--- config.mk ---
export PLATFORM = sky130hd
export DESIGN_NAME = if_id_queue
export DESIGN_NICKNAME = d
export VERILOG_FILES = /design/src/rtl/if_id_queue_pkg.sv /design/src/rtl/if_id_queue.sv
export SDC_FILE = /design/constraint.sdc
export NUM_CORES = 1
export LEC_CHECK = 0
export CORE_ASPECT_RATIO = 0.8
export CORE_MARGIN = 4
export CORE_UTILIZATION = 55
export DETAILED_ROUTE_END_ITERATION = 7
export HOLD_SLACK_MARGIN = 0.08
export PLACE_DENSITY = 0.79
export SLEW_MARGIN = 20
export SYNTH_ARGS = -nofsm -noshare
export SYNTH_HDL_FRONTEND = slang
export SYNTH_SLANG_ARGS = --single-unit
--- constraint.sdc ---
create_clock -name clk -period 9.7 [get_ports clk]
set_clock_uncertainty 0.15 [all_clocks]
set_input_delay 1.94 -clock clk [delete_from_list [all_inputs] [get_ports clk]]
set_output_delay 1.94 -clock clk [all_outputs]
set_load 0.02 [all_outputs]
--- src/rtl/if_id_queue_pkg.sv ---
// Shared constants for the IF/ID instruction queue: bus widths, reset level and default depth.
package if_id_queue_pkg;

  localparam logic RST_ENABLE      = 1'b1;
  localparam int   INST_ADDR_BUS_W = 32;
  localparam int   INST_BUS_W      = 32;
  localparam logic [INST_BUS_W-1:0] ZERO_WORD = '0;
  localparam int   IF_ID_DEPTH     = 4;

endpackage

--- src/rtl/if_id_queue.sv ---
// IF/ID boundary as a DEPTH-entry in-order queue of {pc, inst} pairs.
// Fetch pushes, decode pops the head, and flush empties it on redirect.
module if_id_queue
  import if_id_queue_pkg::*;
#(
  parameter int ADDR_W = INST_ADDR_BUS_W,
  parameter int INST_W = INST_BUS_W,
  parameter int DEPTH  = IF_ID_DEPTH
) (
  input  logic                         clk,
  input  logic                         rst,
  input  logic                         flush,
  input  logic                         if_valid,
  input  logic [ADDR_W-1:0]            if_pc,
  input  logic [INST_W-1:0]            if_inst,
  output logic                         if_ready,
  output logic                         id_valid,
  output logic [ADDR_W-1:0]            id_pc,
  output logic [INST_W-1:0]            id_inst,
  input  logic                         id_ready,
  output logic [$clog2(DEPTH+1)-1:0]   count
);

  localparam int PTR_W   = $clog2(DEPTH);
  localparam int CNT_W   = $clog2(DEPTH + 1);
  localparam int ENTRY_W = ADDR_W + INST_W;
  localparam logic [CNT_W-1:0] FULL_CNT = CNT_W'(DEPTH);

  logic [ENTRY_W-1:0] mem_q [DEPTH];
  logic [PTR_W-1:0]   wr_ptr_q, wr_ptr_d;
  logic [PTR_W-1:0]   rd_ptr_q, rd_ptr_d;
  logic [CNT_W-1:0]   cnt_q, cnt_d;
  logic               full, empty, push, pop;
  logic [ENTRY_W-1:0] head;

  // if_ready comes only from registered occupancy, never from id_ready.
  assign full     = (cnt_q == FULL_CNT);
  assign empty    = (cnt_q == '0);
  assign if_ready = !full;
  assign id_valid = !empty;
  assign count    = cnt_q;

  assign push = if_valid && !full && !flush;
  assign pop  = id_ready && !empty && !flush;

  assign head    = mem_q[rd_ptr_q];
  assign id_pc   = empty ? '0 : head[ENTRY_W-1 -: ADDR_W];
  assign id_inst = empty ? '0 : head[INST_W-1:0];

  always_comb begin
    wr_ptr_d = wr_ptr_q;
    rd_ptr_d = rd_ptr_q;
    cnt_d    = cnt_q;
    if (flush) begin
      wr_ptr_d = '0;
      rd_ptr_d = '0;
      cnt_d    = '0;
    end else begin
      if (push) wr_ptr_d = wr_ptr_q + PTR_W'(1);
      if (pop)  rd_ptr_d = rd_ptr_q + PTR_W'(1);
      case ({push, pop})
        2'b10:   cnt_d = cnt_q + CNT_W'(1);
        2'b01:   cnt_d = cnt_q - CNT_W'(1);
        default: cnt_d = cnt_q;
      endcase
    end
  end

  always_ff @(posedge clk) begin
    if (rst == RST_ENABLE) begin
      wr_ptr_q <= '0;
      rd_ptr_q <= '0;
      cnt_q    <= '0;
    end else begin
      wr_ptr_q <= wr_ptr_d;
      rd_ptr_q <= rd_ptr_d;
      cnt_q    <= cnt_d;
    end
  end

  // Storage needs no reset: empty gating hides stale words.
  always_ff @(posedge clk) begin
    if (push && rst != RST_ENABLE) mem_q[wr_ptr_q] <= {if_pc, if_inst};
  end

endmodule

Word level (Yosys, flattened, before mapping) --
Memory sizes are Yosys's and may differ from the RTL's. A register that Yosys moved wholly into a read port is not among the register bits. Index checks and enable logic that the tools add are counted.
Word-level totals: memories kept 1, input bits 69, output and inout port bits 69, flip-flop bits (word level) 7, word-level logic and storage cells 30, memory bits (writable) 256
Memories:
- mem_q | words 4, width 64, read ports 1, clocked after Yosys merged registers in 1, wr ports 1, RTL line if_id_queue.sv:29 | logic [ENTRY_W-1:0] mem_q [DEPTH];
Cells by class: reductions and logical operators 11, add/sub/neg operators 4, equality and inequality tests 3, bitwise gates (word level) 1, multiplexer cells 7
Operators with widths (number):
- 32-bit two-way mux | 2
- 3-bit case mux with 2 select lines | 1
- 1-bit logical AND | 5
- 2-bit by 1-bit adder with 2-bit output, second input constant | 2
- 2-bit two-way mux | 2
- 3-bit by 1-bit adder with 3-bit output, second input constant | 1
- 3-bit equality test, second input constant | 1
- 1-bit logical NOT | 3
- 3-bit logical NOT | 1
- 3-bit by 1-bit subtractor with 3-bit output, second input constant | 1
- 2-bit by 1-bit equality test with 1-bit output, second input constant | 1
- 2-bit equality test, second input constant | 1
- 1-bit two-way mux | 2
- 2-bit nonzero test | 1
- 2-bit OR reduction | 1
- 1-bit inverter | 1

Logic depth before layout (Yosys ltp) --
word-level depth 7, gate-level depth with buffers 8, depth with buffers taken out 8

Worst setup path before layout --
No wires, ideal clock.
kind input port to flip-flop, start input flush, end memory mem_q[0][0] (netlist bit), enable pin, buffers on the path 0, setup time 578 ps, data required time 8972 ps, arrival 6966 ps, stages on the path 2, setup slack 2006 ps, path through nand3b_2 nor3b_1
On the way: word-level cells in the longest chain between the ends 5
Ends and longest elaborated chain:
- from (decl) | RTL line if_id_queue.sv:12 | input logic flush,
- 1-bit logical NOT | RTL line if_id_queue.sv:43 | assign push = if_valid && !full && !flush;
- 1-bit logical AND | RTL line if_id_queue.sv:43
- 1-bit logical AND | RTL line if_id_queue.sv:83 | if (push && rst != RST_ENABLE) mem_q[wr_ptr_q] <= {if_pc, if_inst};
- 1-bit two-way mux | RTL line if_id_queue.sv:83
- 1-bit two-way mux (implied by the code) | RTL line if_id_queue.sv:83
- to (decl) | RTL line if_id_queue.sv:29
Every way passes these cells.

==> reports/qor.yml <==
dieWidth_um: 160
routed_wl_um: 18600
rr_worst_depth: 8
crit_path_end_kind: "primary output"
first_iter_violations: 387
r2r-start: "count[2]$_SDFFE_PP0P_"
intPower_mw: 1.87
synthToLayoutAreaGrowth_pct: 23.2
critPathMaxStageDelay_ps: 780
clkPwrFrac_pct: 40.4
cts_root_buffer: "clkbuf_16"
p_leak_nw: 3.95
switching_share_pct: 18.8
antenna_found_initial: 0
rows: 44
critical_path.endpoint: "id_pc[0]"
cts_hold_buf: 0
portBuffers: 137
die_h_um: 130
peakVddDrop_uv: 170
yosysWarnings: 0
critPathSlowestCell: "buf_4"
hp-start: "wr_ptr_q[1]$_SDFFE_PP0N_"
netlist.area_leader.share_pct: 75.2
drc: 0
firstDrtPassIters: 4
drv_cap: 0
powerDensity_nw_per_um2: 183
ys_async_sr_fraction_pct: 0
cp.arrival_ps: 3280
synth_common_cells: "edfxtp_1 (256), and2_1 (64), mux4_2 (60)"
grt_pass1_vias: 5227
grt_max_degree: 66
maxSlewViolCount: 0
nNetsFinal: 684
cts_max_level: 1
grt_pass1_wl_um: 29300
fin_setup_tns_ps: 0
syn-cell-area_sq_um: 10200
cts.sinks: 265
clk_latency_ps: 510
grt_usage_pct: 18.2
wl_per_cell_um: 21.2
n_antenna_cell: 0
num_vias: 4851
setup_viol: 0
yosysMostFrequentCell: "edfxtp_1"
hold_viol: 0
synth_cells: 458
synth_flop_cell: "edfxtp_1"
grt-ovfl-total: 0
relSlewSlack_pct: 36.7
synth_seq_cells: 265
critPathRequiredTime_ps: 7610
cts_tree: "built"
holdCritPathClass: "register to register"
pin_count: 138
start_util_pct: 56.1
power.total_mw: 2.30
path_cells: "buf_4, mux4_1, and2_1, clkdlybuf4s50_1"
reg2reg_to: "count[2]$_SDFFE_PP0P_"
numCtsBuffers: 25
fillers: 1111
tightest_slew_ps: 949
status: "finished, final reports clean"
design.die.area_sq_um: 20800
viasPerCell: 5.54
max_freq_ghz: 0.186
crit_fanout: 47
yosysTopAreaCell: "edfxtp_1"
gp_congestion: 0.743
synthTopCellsByArea: "edfxtp_1 (75%), mux4_2 (13%), and2_1 (3.9%)"
p_comb_share_pct: 4.5
p_sw_uw: 432
ys_types: 26
finalCriticalPeriod_ps: 5370
synth-seq-area-share_pct: 77.0
rrSetupSlack_ps: 7020
rsz0062_at_grt: "false"
syn-num-nets: 533
path_clk_slew_ps: 60
coreArea_sq_um: 18200
p_seq_share_pct: 55.1
cts_max_path_buffers: 3
min_period_over_period_pct: 55.3
path_class: "register to primary output"
cts_setup_buffers: 0
cts_resized: 0
drive_gt1_share_pct: 18.1
startpoint_type: "register"
post-dp-hpwl_um: 10900
ant_nets: 0
syn_avg_cell_area_sq_um: 22.3
synth_edf_count: 256
[metrics by stage]
step / utilization (%) / worst slack [ps] / cell area [sq um] / hold slack (ps) / instances
floorplan: - / 2010 / 10200 / 321 / 458
global placement: 64.8 / 4760 / 11800 / 331 / 835
detailed placement: 64.8 / 4750 / 11800 / 354 / 835
CTS: 69.1 / 4200 / 12600 / 363 / 876
global route: 69.1 / 4060 / 12600 / 389 / 876
finish: 69.1 / 4330 / 12600 / 362 / 876
[final cells by class]
class | instances | area [sq um] | area share, %
inverters | 5 | 18.8 | 0.149
clock buffers | 30 | 644 | 5.12
multi-input cells | 166 | 2160 | 17.2
clock inverters | 11 | 133 | 1.05
repair buffers | 146 | 1440 | 11.4
well taps | 253 | 317 | 2.51
flip-flops and latches | 265 | 7880 | 62.5
[worst min path at each step]
stage	cells past startpoint	to
global route	2	wr_ptr_q[1]$_SDFFE_PP0N_
CTS	2	wr_ptr_q[1]$_SDFFE_PP0N_
detailed placement	2	wr_ptr_q[1]$_SDFFE_PP0N_
finish	2	wr_ptr_q[1]$_SDFFE_PP0N_
global placement	2	wr_ptr_q[1]$_SDFFE_PP0N_
floorplan	2	wr_ptr_q[1]$_SDFFE_PP0N_
[cells by family (layout without fill, tap and decap cells)]
kind of cell               count (synthesis)  after routing  share of synthesized area, %
DFF                                      265            265                          77.0
adders and majority gates                  6              6                         0.808
AOI/OAI and AO/OA                          5              5                         0.306
muxes                                     66             66                          14.4
xor gates and xnor gates                   4              4                         0.343
buffers and inverters                     27            192                          2.11
and+or+nand+nor                           85             85                          5.03
[metal layers]
layer  track usage [%]  part of all wire, %  vias to the layer above
met5                 0                    0                        -
li1                  -                    -                     2154
met4              3.09                  1.2                        0
met1              26.5                   43                     2510
met2              29.0                   48                      165
met3              4.80                  7.5                       22
[state kept, by name, indices dropped and copies added, names as in the netlist, named ones only]
signal,flops
count,3
mem_q,256
wr_ptr_q,2
rd_ptr_q,2
[cells in the final DEF, fill, tap and decap left out, drive strengths merged, types with 2 or more instances in the layout]
master / instances
or3: 2
buf: 9
mux4: 64
clkdlybuf4s50: 137
inv: 5
ha: 5
bufinv: 3
mux2i: 2
clkinvlp: 2
clkinv: 6
nand2: 4
a21oi: 2
and2: 64
edfxtp: 256
clkbuf: 30
nor3b: 4
xor2: 4
dfxtp: 9
nor2: 8
[critical path: cells and delay by family, from the launching register on]
family | cells | cell delay (ps)
buf+inv | 2 | 1310
mux | 1 | 650
flops | 1 | 570
simple gates | 1 | 180
[power by group through the flow]
stage,sequential [mW],clock (mW),combinational (mW)
6_report,1.27,0.930,0.103
4_1_cts,1.27,0.952,0.104
5_1_grt,1.27,1.00,0.111
2_1_floorplan,1.29,0,0.0408
3_5_place_dp,1.29,0,0.104
3_3_place_gp,1.29,0,0.100
Note: power is estimated with default switching activity, not from simulation.
